===== config.mk =====
export PLATFORM = sky130hd
export DESIGN_NAME = adrv9001_rx_packetizer
export DESIGN_NICKNAME = d
export VERILOG_FILES = /design/src/rtl/adrv9001_rx_packetizer.sv
export SDC_FILE = /design/constraint.sdc
export NUM_CORES = 1
export LEC_CHECK = 0
export CAP_MARGIN = 10
export CORE_MARGIN = 10
export CORE_UTILIZATION = 45
export CTS_BUF_LIST = sky130_fd_sc_hd__clkbuf_16
export CTS_CLUSTER_DIAMETER = 50
export DETAILED_ROUTE_END_ITERATION = 8
export PLACE_DENSITY = 0.68
export SYNTH_ARGS = -nofsm -noshare
export SYNTH_HDL_FRONTEND = slang
export SYNTH_SLANG_ARGS = --single-unit

===== constraint.sdc =====
create_clock -name s_axis_aclk -period 3.5 [get_ports s_axis_aclk]
set_input_delay 0.525 -clock s_axis_aclk [delete_from_list [all_inputs] [get_ports s_axis_aclk]]
set_output_delay 0.525 -clock s_axis_aclk [all_outputs]
set_load 0.01 [all_outputs]

===== src/rtl/adrv9001_rx_packetizer.sv =====
// ADRV9001 rx packetizer: frames the free-running rx I/Q sample stream into
// fixed-length AXI-Stream packets through a small first-word-fall-through
// FIFO, and keeps drop and packet counters for software status.
module adrv9001_rx_packetizer #(
    parameter int unsigned FIFO_DEPTH = 16,
    parameter int unsigned LEN_WIDTH  = 16
) (
    input  logic                 s_axis_aclk,
    input  logic                 s_axis_rstn,
    input  logic [31:0]          s_axis_tdata,
    input  logic                 s_axis_tvalid,
    input  logic                 enable,
    input  logic [LEN_WIDTH-1:0] packet_len,
    output logic [31:0]          m_axis_tdata,
    output logic                 m_axis_tvalid,
    input  logic                 m_axis_tready,
    output logic                 m_axis_tlast,
    output logic                 active,
    output logic                 overflow,
    output logic [31:0]          overflow_cnt,
    output logic [31:0]          packet_cnt
);

    localparam int unsigned AW = $clog2(FIFO_DEPTH);

    typedef enum logic {
        IDLE,
        CAPTURE
    } state_t;

    state_t               state;
    logic                 enable_q;
    logic [LEN_WIDTH-1:0] len_q;
    logic [LEN_WIDTH-1:0] word_cnt;

    logic [32:0]          mem [FIFO_DEPTH];
    logic [AW-1:0]        wr_ptr;
    logic [AW-1:0]        rd_ptr;
    logic [AW:0]          count;

    logic                 full;
    logic                 empty;
    logic                 wr_en;
    logic                 rd_en;
    logic                 drop;
    logic                 tlast_bit;
    logic                 enable_rise;
    logic [LEN_WIDTH-1:0] len_sel;

    // Full is taken from the pre-read occupancy, so a same-cycle read never
    // rescues a write into a full FIFO.
    assign full        = (count == (AW+1)'(FIFO_DEPTH));
    assign empty       = (count == '0);
    assign rd_en       = !empty && m_axis_tready;
    assign wr_en       = (state == CAPTURE) && s_axis_tvalid && !full;
    assign drop        = (state == CAPTURE) && s_axis_tvalid && full;
    assign tlast_bit   = (word_cnt == (len_q - LEN_WIDTH'(1)));
    assign enable_rise = enable && !enable_q;
    assign len_sel     = (packet_len == '0) ? LEN_WIDTH'(1) : packet_len;

    assign active        = (state == CAPTURE);
    assign m_axis_tvalid = !empty;
    // Gate with empty so outputs read as zero out of reset (storage is not reset).
    assign m_axis_tdata  = empty ? '0 : mem[rd_ptr][31:0];
    assign m_axis_tlast  = empty ? 1'b0 : mem[rd_ptr][32];

    // Capture FSM: arming, packet framing, drop accounting.
    always_ff @(posedge s_axis_aclk or negedge s_axis_rstn) begin
        if (!s_axis_rstn) begin
            state        <= IDLE;
            enable_q     <= 1'b0;
            len_q        <= LEN_WIDTH'(1);
            word_cnt     <= '0;
            overflow     <= 1'b0;
            overflow_cnt <= '0;
        end else begin
            enable_q <= enable;
            case (state)
                IDLE: begin
                    if (enable_rise) begin
                        len_q    <= len_sel;
                        overflow <= 1'b0;
                        word_cnt <= '0;
                        state    <= CAPTURE;
                    end
                end
                CAPTURE: begin
                    if (wr_en) begin
                        if (tlast_bit) begin
                            word_cnt <= '0;
                            if (enable) begin
                                len_q <= len_sel;
                            end else begin
                                state <= IDLE;
                            end
                        end else begin
                            word_cnt <= word_cnt + LEN_WIDTH'(1);
                        end
                    end else if (drop) begin
                        overflow <= 1'b1;
                        if (overflow_cnt != '1) begin
                            overflow_cnt <= overflow_cnt + 32'd1;
                        end
                    end
                end
                default: state <= IDLE;
            endcase
        end
    end

    // FIFO pointers, occupancy and delivered-packet counter.
    always_ff @(posedge s_axis_aclk or negedge s_axis_rstn) begin
        if (!s_axis_rstn) begin
            wr_ptr     <= '0;
            rd_ptr     <= '0;
            count      <= '0;
            packet_cnt <= '0;
        end else begin
            if (wr_en) begin
                wr_ptr <= wr_ptr + AW'(1);
            end
            if (rd_en) begin
                rd_ptr <= rd_ptr + AW'(1);
                if (mem[rd_ptr][32]) begin
                    packet_cnt <= packet_cnt + 32'd1;
                end
            end
            case ({wr_en, rd_en})
                2'b10:   count <= count + (AW+1)'(1);
                2'b01:   count <= count - (AW+1)'(1);
                default: count <= count;
            endcase
        end
    end

    // FIFO storage.
    always_ff @(posedge s_axis_aclk) begin
        if (wr_en) begin
            mem[wr_ptr] <= {tlast_bit, s_axis_tdata};
        end
    end

endmodule


Word-level counts from Yosys, hierarchy flattened
Memories as Yosys holds them, arrays and structs flattened.
Index checks and enable logic that the tools add are counted.
{"block": "op_classes", "addsub": 8, "n_eq_ne": 11, "mux": 24, "bitwise_logic": 2, "reduce_logical": 16}
{"operator": "two-way mux 16 bit", "count": 8}
{"operator": "adder 32 x 1 -> 32 bit, second input constant", "count": 2}
{"operator": "case mux 16 bit (2 select lines)", "count": 2}
{"operator": "two-way mux 32 bit", "count": 1}
{"operator": "inequality test 32 bit, second input constant", "count": 1}
{"operator": "adder 16 x 1 -> 16 bit, second input constant", "count": 1}
{"operator": "equality test 16 bit", "count": 1}
{"operator": "zero test 16 bit", "count": 1}
{"operator": "subtractor 16 x 1 -> 16 bit, second input constant", "count": 1}
{"operator": "two-way mux 1 bit", "count": 10}
{"operator": "case mux 5 bit (2 select lines)", "count": 1}
{"operator": "adder 4 x 1 -> 4 bit, second input constant", "count": 2}
{"operator": "AND reduction 4 bit", "count": 2}
{"operator": "inequality test 2 x 1 -> 1 bit, second input constant", "count": 3}
{"operator": "inequality test 2 bit, second input constant", "count": 3}
{"operator": "adder 5 x 1 -> 5 bit, second input constant", "count": 1}
{"operator": "equality test 5 bit, second input constant", "count": 1}
{"operator": "logical AND 1 bit", "count": 5}
{"operator": "zero test 5 bit", "count": 1}
{"operator": "subtractor 5 x 1 -> 5 bit, second input constant", "count": 1}
{"operator": "case mux 1 bit (2 select lines)", "count": 2}
{"operator": "AND reduction 2 bit", "count": 2}
{"operator": "zero test 1 bit", "count": 3}
{"operator": "AND reduction 3 bit", "count": 1}
{"operator": "4 further kinds", "count": 5}
{"block": "totals", "regBits": 112, "ram_bits": 528, "inputBits": 53, "output_inout_bits": 100, "memories": 1}
{"name": "mem", "depth": 16, "width": 33, "read_ports": 1, "rd_ports_with_merged_regs": 0, "wr": 1, "line_no": "36", "text": "logic [32:0] mem [FIFO_DEPTH];"}

Depth between registers and ports, before layout
Gate-level depths: netlist (run 1).
{"block": "depth", "ltp_word": 6, "depth_mapped": 14, "ltp_nobuf": 12}

Least setup slack after synthesis (run 1)
No wires, ideal clock.
{"block": "synth_timing", "path_kind": "register to output", "startpoint": "register rd_ptr[0]", "endpoint": "output m_axis_tdata[0]", "arrival_time_ns": 2.547, "path_slack_ns": 0.428, "path_stages_with_launch": 7, "path_buffers": 3, "cell_sequence": "dfrtp_1 > buf_2 > clkbuf_1 > buf_1 > mux4_2 > mux4_2 > and2_1"}
{"block": "synth_via", "elab_chain_cells": 2}
{"element": "start: declaration", "line_no": "38", "text": "logic [AW-1:0] rd_ptr;"}
{"element": "start signal: assignment", "line_no": "123", "text": "rd_ptr <= rd_ptr + AW'(1);"}
{"element": "memory (16 x 33 bit)"}
{"element": "two-way mux 32 bit", "line_no": "64", "text": "assign m_axis_tdata = empty ? '0 : mem[rd_ptr][31:0];"}
{"element": "end: declaration", "line_no": "14", "text": "output logic [31:0] m_axis_tdata,"}
Every way passes these cells.

Worst setup path after layout (run 1)
{"block": "layout_timing", "startpoint": "register rd_ptr[0]", "endpoint": "output m_axis_tdata[14]"}
The elaborated chain is that of the path after synthesis.

==> flow_metrics.env, run 1 <==
export IMPL_whs_ns=0.462
export IMPL_p_clk_share_pct=30.1
export IMPL_dr_pass1_iters=5
export IMPL_final_nets=1660
export IMPL_p_sw_share_pct=29.1
export IMPL_synth_edf_count=528
export IMPL_numCtsBuffers=74
export IMPL_start_util_pct=45.7
export IMPL_io_buffer_count=152
export IMPL_die_h_um=260
export IMPL_ys_ff_latch=640
export IMPL_gr_usage_all_layers_pct=17.9
export IMPL_layout_common_cells="528 x edfxtp_1, 165 x mux4_2, 118 x clkdlybuf4s50_1"
export IMPL_num_rows=87
export IMPL_end_kind="output pin"
export IMPL_max_clock_freq_mhz=292
export IMPL_highest_layer="met5"
export IMPL_status="finished, final reports clean"
export IMPL_setup_viol=0
export IMPL_drv_cap=0
export IMPL_required_ns=2.97
export IMPL_relSlewSlack_pct=28.4
export IMPL_antenna_found_initial=7
export IMPL_fillers=4314
export IMPL_met3_length_mm=3.56
export IMPL_drcViolationCount=0
export IMPL_placed_cell_area_mm2=0.0288
export IMPL_vias=13575
export IMPL_final_util_pct=56.0
export IMPL_critPathArrivalTime_ns=2.90
export IMPL_crit_path_max_fanout=9
export IMPL_netlist_area_mm2=0.0258
export IMPL_fin_ws_ns=0.0764
export IMPL_syn_inst=1336
export IMPL_drive_above_1_share_pct=27.1
export IMPL_cts_sinks=640
export IMPL_fin_tns_setup_ns=0
export IMPL_synthArstFlopShare_pct=17.5
export IMPL_via_per_inst=5.63
export IMPL_core_mm2=0.0566
export IMPL_grt_max_degree=72
export IMPL_place_ws_ns=0.361
export IMPL_dieArea_mm2=0.0674
export IMPL_ant_nets=0
export IMPL_cts_tree="built"
export IMPL_p_total_mw=25.3
export IMPL_hold_violations=0
export IMPL_root_buffer="clkbuf_16"
export IMPL_synth_top_flop_cell="edfxtp_1"
export IMPL_area_delta_synth_final_pct=22.6
export IMPL_synth_seq_area_share_pct=72.2
export IMPL_clk_latency_ns=0.63
export IMPL_worstSetupStartpointType="flop"
export IMPL_grt_overflow_total=0
export IMPL_reg2reg_slack_ns=0.30
export IMPL_wirelength_mm=59.7
export IMPL_worstHoldPathType="primary input to async pin"
export IMPL_design_area_mm2=0.0317
export IMPL_htree_num_levels=3
export IMPL_grt_pass1_wl_mm=90.2
export IMPL_irDropWorstVdd_mv=0.508
export IMPL_intPower_mw=18.0
export IMPL_comb_power_share_pct=31.7
export IMPL_p_switching_mw=7.36
export IMPL_detail_route_wl_per_cell_um=24.8
export IMPL_power_density_mw_per_mm2=799
export IMPL_synth_area_per_cell_um2=19.3
export IMPL_place_hpwl_mm=33.3
export IMPL_drt_iter0_drc=1237
export IMPL_pin_count=153
export IMPL_pwr_share_seq_pct=38.1
export IMPL_drv_slew=0
export IMPL_clockBufferDepth=3
export IMPL_finalCritPeriodShare_pct=97.8
export IMPL_yosys_warnings=0
export IMPL_met2_length_mm=29.8
export IMPL_synth_nets=1403
export IMPL_setup_worst_path_start="rd_ptr[0]$_DFFE_PN0P_"
export IMPL_gp_congestion=0.813
export IMPL_skew_ns=0.0256
export IMPL_cts_clk_slew_worst_paths_ns=0.06
export IMPL_drt_met1_wl_mm=25.0
export IMPL_placed_cells=2236
export IMPL_dieWidth_um=260
export IMPL_worstReg2RegStart="rd_ptr[0]$_DFFE_PN0P_"
export IMPL_yosysUniqueCellTypes=57
export IMPL_final_common_cell="edfxtp_1"
export IMPL_total_leakage_power_nw=11.0
export IMPL_grt_pass1_vias=13979
export IMPL_tightest_slew_ns=1.07
export IMPL_critical_path_class="flop to output pin"
export IMPL_min_period_ns=3.42
export IMPL_finalNonFillerCells=2410
## Yosys cell counts, types with 8 or more instances
| cell type | number | share of area (%) |
|---|---|---|
| xnor2_1 | 63 | 2.1 |
| o21ai_0 | 10 | 0.19 |
| dfrtp_1 | 111 | 11 |
| mux2_4 | 9 | 0.52 |
| mux2_2 | 8 | 0.35 |
| mux4_2 | 165 | 14 |
| nor4_1 | 12 | 0.29 |
| clkbuf_1 | 38 | 0.55 |
| ha_1 | 13 | 0.63 |
| nand3_1 | 41 | 0.79 |
| nand2_1 | 55 | 0.80 |
| xor2_1 | 42 | 1.4 |
| nand4_1 | 26 | 0.63 |
| a21oi_1 | 19 | 0.37 |
| nor3_1 | 19 | 0.37 |
| and3_1 | 12 | 0.29 |
| inv_1 | 19 | 0.28 |
| and4_1 | 10 | 0.34 |
| and2_1 | 49 | 1.2 |
| edfxtp_1 | 528 | 61 |
| buf_1 | 15 | 0.22 |
| nor2_1 | 22 | 0.32 |
## power groups by stage
stage | clock, mW | sequential [mW] | combinational, mW
floorplan | 0 | 9.57 | 4.77
global placement | 0 | 9.75 | 7.58
CTS | 7.78 | 9.66 | 8.11
global route | 8.09 | 9.73 | 8.63
finish | 7.63 | 9.65 | 8.04
detailed placement | 0 | 9.79 | 7.67
## logic make-up after synthesis
logic type / Yosys count / synth area share, %
xor gates and xnor gates: 105 / 3.56
muxes: 184 / 15.3
and+or+nand+nor: 268 / 5.80
AOI/OAI and AO/OA: 47 / 1.24
buffers and inverters: 78 / 1.18
adders and majority gates: 14 / 0.707
DFF: 640 / 72.2
## metal layers
metal	global-route usage, %	up-vias
li1	-	5893
met1	24.3	7173
met2	28.7	413
met3	3.23	88
met4	6.38	8
met5	0	-
## worst max-delay path, stage by stage (launching register included)
cell and delay [ns]:
dfrtp_4 0.55, buf_4 0.18, buf_12 0.14, buf_4 0.15, mux4_2 0.42, mux4_2 0.46, and2_1 0.19, dlymetal6s2s_1 0.19
## sequential cells by signal (all words and copies together), names as in the netlist
signal / count
mem: 528
rd_ptr: 4
active: 1
packet_cnt: 32
wr_ptr: 4
word_cnt: 16
overflow: 1
len_q: 16
overflow_cnt: 32
enable_q: 1
count: 5
## repair_timing
item | 4_1_cts | 5_1_grt
hold endpoints to repair | 40 | 0
gates cloned | 4 | 0
setup buffers | 26 | 7
endpoints found under the setup margin | 33 | 17
resized for setup | 130 | 9
hold buffers | 1 | 0
## final cells by class
cell class | instances | area [um^2] | share of cell area (%)
clock inverters | 59 | 574 | 1.81
clock buffers | 75 | 1880 | 5.92
well taps | 756 | 946 | 2.99
inverters | 21 | 78.8 | 0.249
flip-flops and latches | 640 | 18700 | 58.9
diodes | 3 | 7.51 | 0.0237
repair buffers | 238 | 2600 | 8.21
multi-input cells | 618 | 6930 | 21.9
## worst paths after layout
kind | end | depth (start not counted)
max in group asynchronous | packet_cnt[12]$_DFFE_PN0P_ | 3
hold reg to reg | packet_cnt[31]$_DFFE_PN0P_ | 1
min in group s_axis_aclk | packet_cnt[31]$_DFFE_PN0P_ | 1
setup reg to reg | packet_cnt[10]$_DFFE_PN0P_ | 8
hold / removal | rd_ptr[0]$_DFFE_PN0P_ | 2
setup / recovery | m_axis_tdata[14] | 7
Note: power is estimated with default switching activity, not from simulation.
==> inputs of run 2 (changes only) <==
- PLACE_DENSITY: 0.68 -> not set
- PLACE_DENSITY_LB_ADDON: not set -> 0.2
- TNS_END_PERCENT: not set -> 20
==> flow_metrics.env, run 2 (same netlist as run 1, synthesis figures left out) <==
export IMPL_drcViolationCount=0
export IMPL_worstHoldPathType="flop to flop"
export IMPL_p_switching_mw=7.18
export IMPL_max_clock_freq_mhz=285
export IMPL_cts_clk_slew_worst_paths_ns=0.06
export IMPL_total_leakage_power_nw=10.9
export IMPL_via_per_inst=5.56
export IMPL_num_rows=87
export IMPL_clockBufferDepth=3
export IMPL_grt_max_degree=55
export IMPL_relSlewSlack_pct=33.8
export IMPL_whs_path_depth=1
export IMPL_status="finished with violations"
export IMPL_dieArea_mm2=0.0674
export IMPL_grtUsageMet3_pct=3.54
export IMPL_final_nets=1651
export IMPL_grt_overflow_total=0
export IMPL_finalNonFillerCells=2403
export IMPL_reg2reg_depth=9
export IMPL_final_common_cell="edfxtp_1"
export IMPL_place_ws_ns=0.315
export IMPL_setup_viol=2
export IMPL_cts_tree="built"
export IMPL_fin_ws_ns=-0.0126
export IMPL_root_buffer="clkbuf_16"
export IMPL_comb_power_share_pct=30.6
export IMPL_crit_path_max_fanout=10
export IMPL_fillers=4410
export IMPL_hold_path_endpoint="packet_cnt[31]$_DFFE_PN0P_"
export IMPL_power_density_mw_per_mm2=788
export IMPL_drv_cap=0
export IMPL_dieWidth_um=260
export IMPL_die_h_um=260
export IMPL_p_sw_share_pct=29.0
export IMPL_layout_common_cells="528 x edfxtp_1, 165 x mux4_2, 118 x clkdlybuf4s50_1"
export IMPL_worstSetupStartpointType="flop"
export IMPL_drt_iter0_drc=998
export IMPL_detail_route_wl_per_cell_um=24.6
export IMPL_core_mm2=0.0566
export IMPL_skew_ns=0.0226
export IMPL_reg_top3="mem (528), overflow_cnt (32), packet_cnt (32)"
export IMPL_regMostFlops="mem"
export IMPL_numCtsBuffers=74
export IMPL_start_util_pct=45.7
export IMPL_p_clk_share_pct=30.4
export IMPL_hold_start="packet_cnt[31]$_DFFE_PN0P_"
export IMPL_min_period_ns=3.51
export IMPL_worstReg2RegStart="rd_ptr[0]$_DFFE_PN0P_"
export IMPL_critPathArrivalTime_ns=2.99
export IMPL_intPower_mw=17.6
export IMPL_pin_count=153
export IMPL_place_hpwl_mm=34.7
export IMPL_irDropWorstVdd_mv=0.466
export IMPL_end_kind="output pin"
export IMPL_ant_nets=0
export IMPL_r2r_end="packet_cnt[10]$_DFFE_PN0P_"
export IMPL_required_ns=2.97
export IMPL_clk_latency_ns=0.61
export IMPL_grt_util_met2_pct=29.5
export IMPL_drv_slew=0
export IMPL_finalCritPeriodShare_pct=100
export IMPL_grt_pass1_vias=13890
export IMPL_htree_num_levels=3
export IMPL_gp_congestion=0.792
export IMPL_area_delta_synth_final_pct=21.6
export IMPL_cts_sinks=640
export IMPL_vias=13362
export IMPL_gr_usage_all_layers_pct=17.9
export IMPL_io_buffer_count=152
export IMPL_grt_pass1_wl_mm=90.4
export IMPL_rsz0062_at_grt="true"
export IMPL_grtUsageMet1_pct=24.1
export IMPL_top_usage_layer="met2"
export IMPL_violations="negative setup slack"
export IMPL_reg2reg_slack_ns=0.26
export IMPL_pwr_share_seq_pct=39.1
export IMPL_drive_above_1_share_pct=25.2
export IMPL_tightest_slew_ns=0.986
export IMPL_dr_pass1_iters=5
export IMPL_wirelength_mm=59.1
export IMPL_hold_violations=0
export IMPL_largest_reg_flops=528
export IMPL_antenna_found_initial=2
export IMPL_placed_cells=2248
export IMPL_critical_path_class="flop to output pin"
run 2: cell types whose count changed in the layout (fill, tap and decap cells not counted), sizes merged:
cell / previous run / this run
buf: 107 / 81
bufinv: 7 / 6
clkbuf: 77 / 81
clkdlybuf4s15: 3 / 6
clkinv: 34 / 30
diode: 3 / 2
dlygate4sd2: 5 / 17
dlymetal6s2s: 2 / 1
inv: 35 / 42
run 2: layout make-up:
type | count | area [um^2] | share of cell area (%)
diodes | 2 | 5.00 | 0.0159
clock buffers | 76 | 1900 | 6.05
clock inverters | 61 | 522 | 1.66
inverters | 21 | 78.8 | 0.251
multi-input cells | 618 | 6910 | 22.0
flip-flops and latches | 640 | 18700 | 59.4
well taps | 756 | 946 | 3.01
repair buffers | 229 | 2390 | 7.61
run 2: through the flow:
stage | setup TNS [ns] | power [mW] | cell area [um^2] | hold slack, ns | util (%)
floorplan | 0 | 14.3 | 25800 | 0.229 | -
global placement | 0 | 17.5 | 28800 | 0.473 | 50.9
detailed placement | 0 | 17.6 | 28800 | 0.473 | 50.9
CTS | -0.608 | 25.2 | 31400 | 0.480 | 55.6
global route | -0.386 | 26.0 | 31400 | 0.497 | 55.5
finish | -0.0152 | 24.8 | 31400 | 0.474 | 55.5
run 2: what timing repair did:
| action | 4_1_cts | 5_1_grt |
|---|---|---|
| endpoints found under the setup margin | 33 | 21 |
| resized for setup | 51 | 20 |
| endpoints found under the hold margin | 51 | 0 |
| gates cloned | 2 | 0 |
| hold buffers | 1 | 0 |
| setup buffers | 13 | 0 |
run 2: worst max path at each step:
| stage | to | slack [ns] | start | cells past startpoint |
|---|---|---|---|---|
| 2_1_floorplan | m_axis_tdata[0] | 0.43 | rd_ptr[0]$_DFFE_PN0P_ | 6 |
| 3_3_place_gp | m_axis_tdata[11] | 0.32 | rd_ptr[0]$_DFFE_PN0P_ | 6 |
| 3_5_place_dp | m_axis_tdata[11] | 0.32 | rd_ptr[0]$_DFFE_PN0P_ | 6 |
| 4_1_cts | m_axis_tdata[27] | -0.14 | rd_ptr[0]$_DFFE_PN0P_ | 6 |
| 5_1_grt | m_axis_tdata[11] | -0.10 | rd_ptr[0]$_DFFE_PN0P_ | 8 |
| 6_report | m_axis_tdata[11] | -0.01 | rd_ptr[0]$_DFFE_PN0P_ | 8 |
run 2: critical path: stages (launching register included):
cell	delay [ns]
dfrtp_4	0.51
buf_4	0.16
buf_12	0.15
buf_12	0.14
buf_4	0.14
mux4_2	0.41
mux4_2	0.45
and2_1	0.19
clkdlybuf4s15_2	0.23
run 2: routing by layer:
| layer | vias to the layer above | wire (um) | share of wire (%) |
|---|---|---|---|
| met5 | - | 13 | 0.022 |
| met4 | 2 | 1120 | 1.9 |
| met3 | 82 | 2850 | 4.8 |
| met2 | 295 | 29800 | 50 |
| met1 | 7111 | 25400 | 43 |
| li1 | 5872 | - | - |
run 2: power by group through the flow:
stage / clock network [mW] / registers, mW / logic [mW]
floorplan: 0 / 9.57 / 4.77
global placement: 0 / 9.83 / 7.66
detailed placement: 0 / 9.86 / 7.72
CTS: 7.72 / 9.68 / 7.78
global route: 8.01 / 9.76 / 8.20
finish: 7.53 / 9.68 / 7.57
==> inputs of run 3 (changes only) <==
- CORE_MARGIN: 10 -> 1.5
==> flow_metrics.env, run 3 (same netlist as run 1, synthesis figures left out) <==
export IMPL_worstHoldPathType="primary input to async pin"
export IMPL_worstReg2RegStart="len_q[1]$_DFFE_PN0P_"
export IMPL_area_delta_synth_final_pct=22.1
export IMPL_irDropWorstVdd_mv=0.455
export IMPL_ant_nets=0
export IMPL_drcViolationCount=0
export IMPL_fin_tns_setup_ns=0
export IMPL_reg2reg_depth=9
export IMPL_regMostFlops="mem"
export IMPL_status="finished, final reports clean"
export IMPL_cts_clk_slew_worst_paths_ns=0.06
export IMPL_gp_congestion=0.808
export IMPL_cts_tree="built"
export IMPL_numCtsBuffers=76
export IMPL_antenna_found_initial=3
export IMPL_wirelength_mm=59.4
export IMPL_finalCritPeriodShare_pct=99.0
export IMPL_reg2reg_slack_ns=0.33
export IMPL_htree_num_levels=3
export IMPL_cp_top_family="multiplexers"
export IMPL_final_common_cell="edfxtp_1"
export IMPL_io_buffer_count=152
export IMPL_grt_overflow_total=0
export IMPL_final_nets=1649
export IMPL_critPathArrivalTime_ns=2.94
export IMPL_place_hpwl_mm=34.2
export IMPL_setup_viol=0
export IMPL_die_h_um=243
export IMPL_layout_common_cells="528 x edfxtp_1, 165 x mux4_2, 118 x clkdlybuf4s50_1"
export IMPL_grt_pass1_wl_mm=89.7
export IMPL_crit_path_max_fanout=9
export IMPL_min_period_ns=3.46
export IMPL_largest_reg_flops=528
export IMPL_drive_above_1_share_pct=25.4
export IMPL_dieArea_mm2=0.0589
export IMPL_tightest_slew_ns=0.973
export IMPL_grt_pass1_vias=13949
export IMPL_crit_buf_inv=4
export IMPL_via_per_inst=5.61
export IMPL_skew_ns=0.0207
export IMPL_drv_cap=0
export IMPL_core_mm2=0.0566
export IMPL_cp_slowest_stage_delay_ns=0.49
export IMPL_total_leakage_power_nw=11.0
export IMPL_grt_max_degree=67
export IMPL_clk_latency_ns=0.61
export IMPL_drt_iter0_drc=1037
export IMPL_r2r_end="len_q[12]$_DFFE_PN0P_"
export IMPL_hold_violations=0
export IMPL_root_buffer="clkbuf_16"
export IMPL_critical_path_class="flop to output pin"
export IMPL_reg_top3="mem (528), overflow_cnt (32), packet_cnt (32)"
export IMPL_start_util_pct=45.7
export IMPL_clockBufferDepth=3
export IMPL_p_total_mw=24.9
export IMPL_crit_top_cell="mux4_2"
export IMPL_required_ns=2.97
export IMPL_worstSetupStartpointType="flop"
export IMPL_cp_slowest_cell="mux4_2"
export IMPL_num_rows=87
export IMPL_cts_hold_buf=0
export IMPL_insertedDiodeCount=0
export IMPL_end_kind="output pin"
export IMPL_dr_pass1_iters=5
export IMPL_power_density_mw_per_mm2=789
export IMPL_relSlewSlack_pct=34.6
export IMPL_pin_count=153
export IMPL_dieWidth_um=243
export IMPL_gr_usage_all_layers_pct=20.7
export IMPL_vias=13445
export IMPL_path_cells="buf_12, buf_6, buf_16, mux4_2, mux4_2, and2_4, dlygate4sd2_1"
export IMPL_rsz0062_at_grt="true"
export IMPL_drv_slew=0
export IMPL_max_clock_freq_mhz=289
export IMPL_detail_route_wl_per_cell_um=24.8
export IMPL_cts_sinks=640
## run 3: how the worst max path moves through the flow
| stage | start | to | slack [ns] | cells past startpoint |
|---|---|---|---|---|
| global route | rd_ptr[0]$_DFFE_PN0P_ | m_axis_tdata[20] | -0.04 | 7 |
| finish | rd_ptr[0]$_DFFE_PN0P_ | m_axis_tdata[18] | 0.04 | 7 |
| CTS | rd_ptr[0]$_DFFE_PN0P_ | m_axis_tdata[21] | -0.06 | 7 |
| floorplan | rd_ptr[0]$_DFFE_PN0P_ | m_axis_tdata[0] | 0.43 | 6 |
| global placement | rd_ptr[0]$_DFFE_PN0P_ | m_axis_tlast | 0.36 | 5 |
| detailed placement | len_q[1]$_DFFE_PN0P_ | len_q[15]$_DFFE_PN0P_ | 0.33 | 9 |
## run 3: timing repair
action | CTS | global route
hold endpoints to repair | 0 | 0
resized for setup | 58 | 19
setup buffers | 8 | 1
endpoints found under the setup margin | 33 | 18
pin swaps | 0 | 0
cloned | 8 | 1
## run 3: area by class of cell
| class | count | area [um^2] |
|---|---|---|
| repair buffers | 225 | 2580 |
| clock inverters | 60 | 443 |
| multi-input cells | 618 | 6920 |
| inverters | 21 | 78.8 |
| fillers | 4424 | 25000 |
| clock buffers | 77 | 1930 |
| well taps | 756 | 946 |
| flip-flops and latches | 640 | 18700 |
## run 3: per-stage QoR
| stage | setup WS [ns] | hold WS (ns) | utilization [%] | area (um^2) | std cells |
|---|---|---|---|---|---|
| after CTS | -0.0636 | 0.0518 | 55.8 | 31600 | 2396 |
| after detailed placement | 0.330 | 0.472 | 51.0 | 28900 | 2243 |
| final | 0.0365 | 0.0360 | 55.8 | 31600 | 2397 |
| after global placement | 0.363 | 0.471 | 51.0 | 28900 | 2243 |
| after floorplan | 0.428 | 0.229 | - | 25800 | 1336 |
| after global routing | -0.0414 | 0.0846 | 55.8 | 31600 | 2397 |
## run 3: power breakdown
| part | leakage [nW] | switching (mW) | internal (mW) | total [mW] |
|---|---|---|---|---|
| Clock | 1.21 | 3.08 | 4.33 | 7.41 |
| Sequential | 6.25 | 0.530 | 9.12 | 9.65 |
| Combinational | 3.52 | 3.63 | 4.22 | 7.85 |
| Total | 11.0 | 7.24 | 17.7 | 24.9 |
## run 3: routing by layer
metal	routed length [um]	global-route usage (%)
met1	26000	29.4
met2	28800	33.1
met3	3240	3.75
met4	1260	5.35
met5	14	0
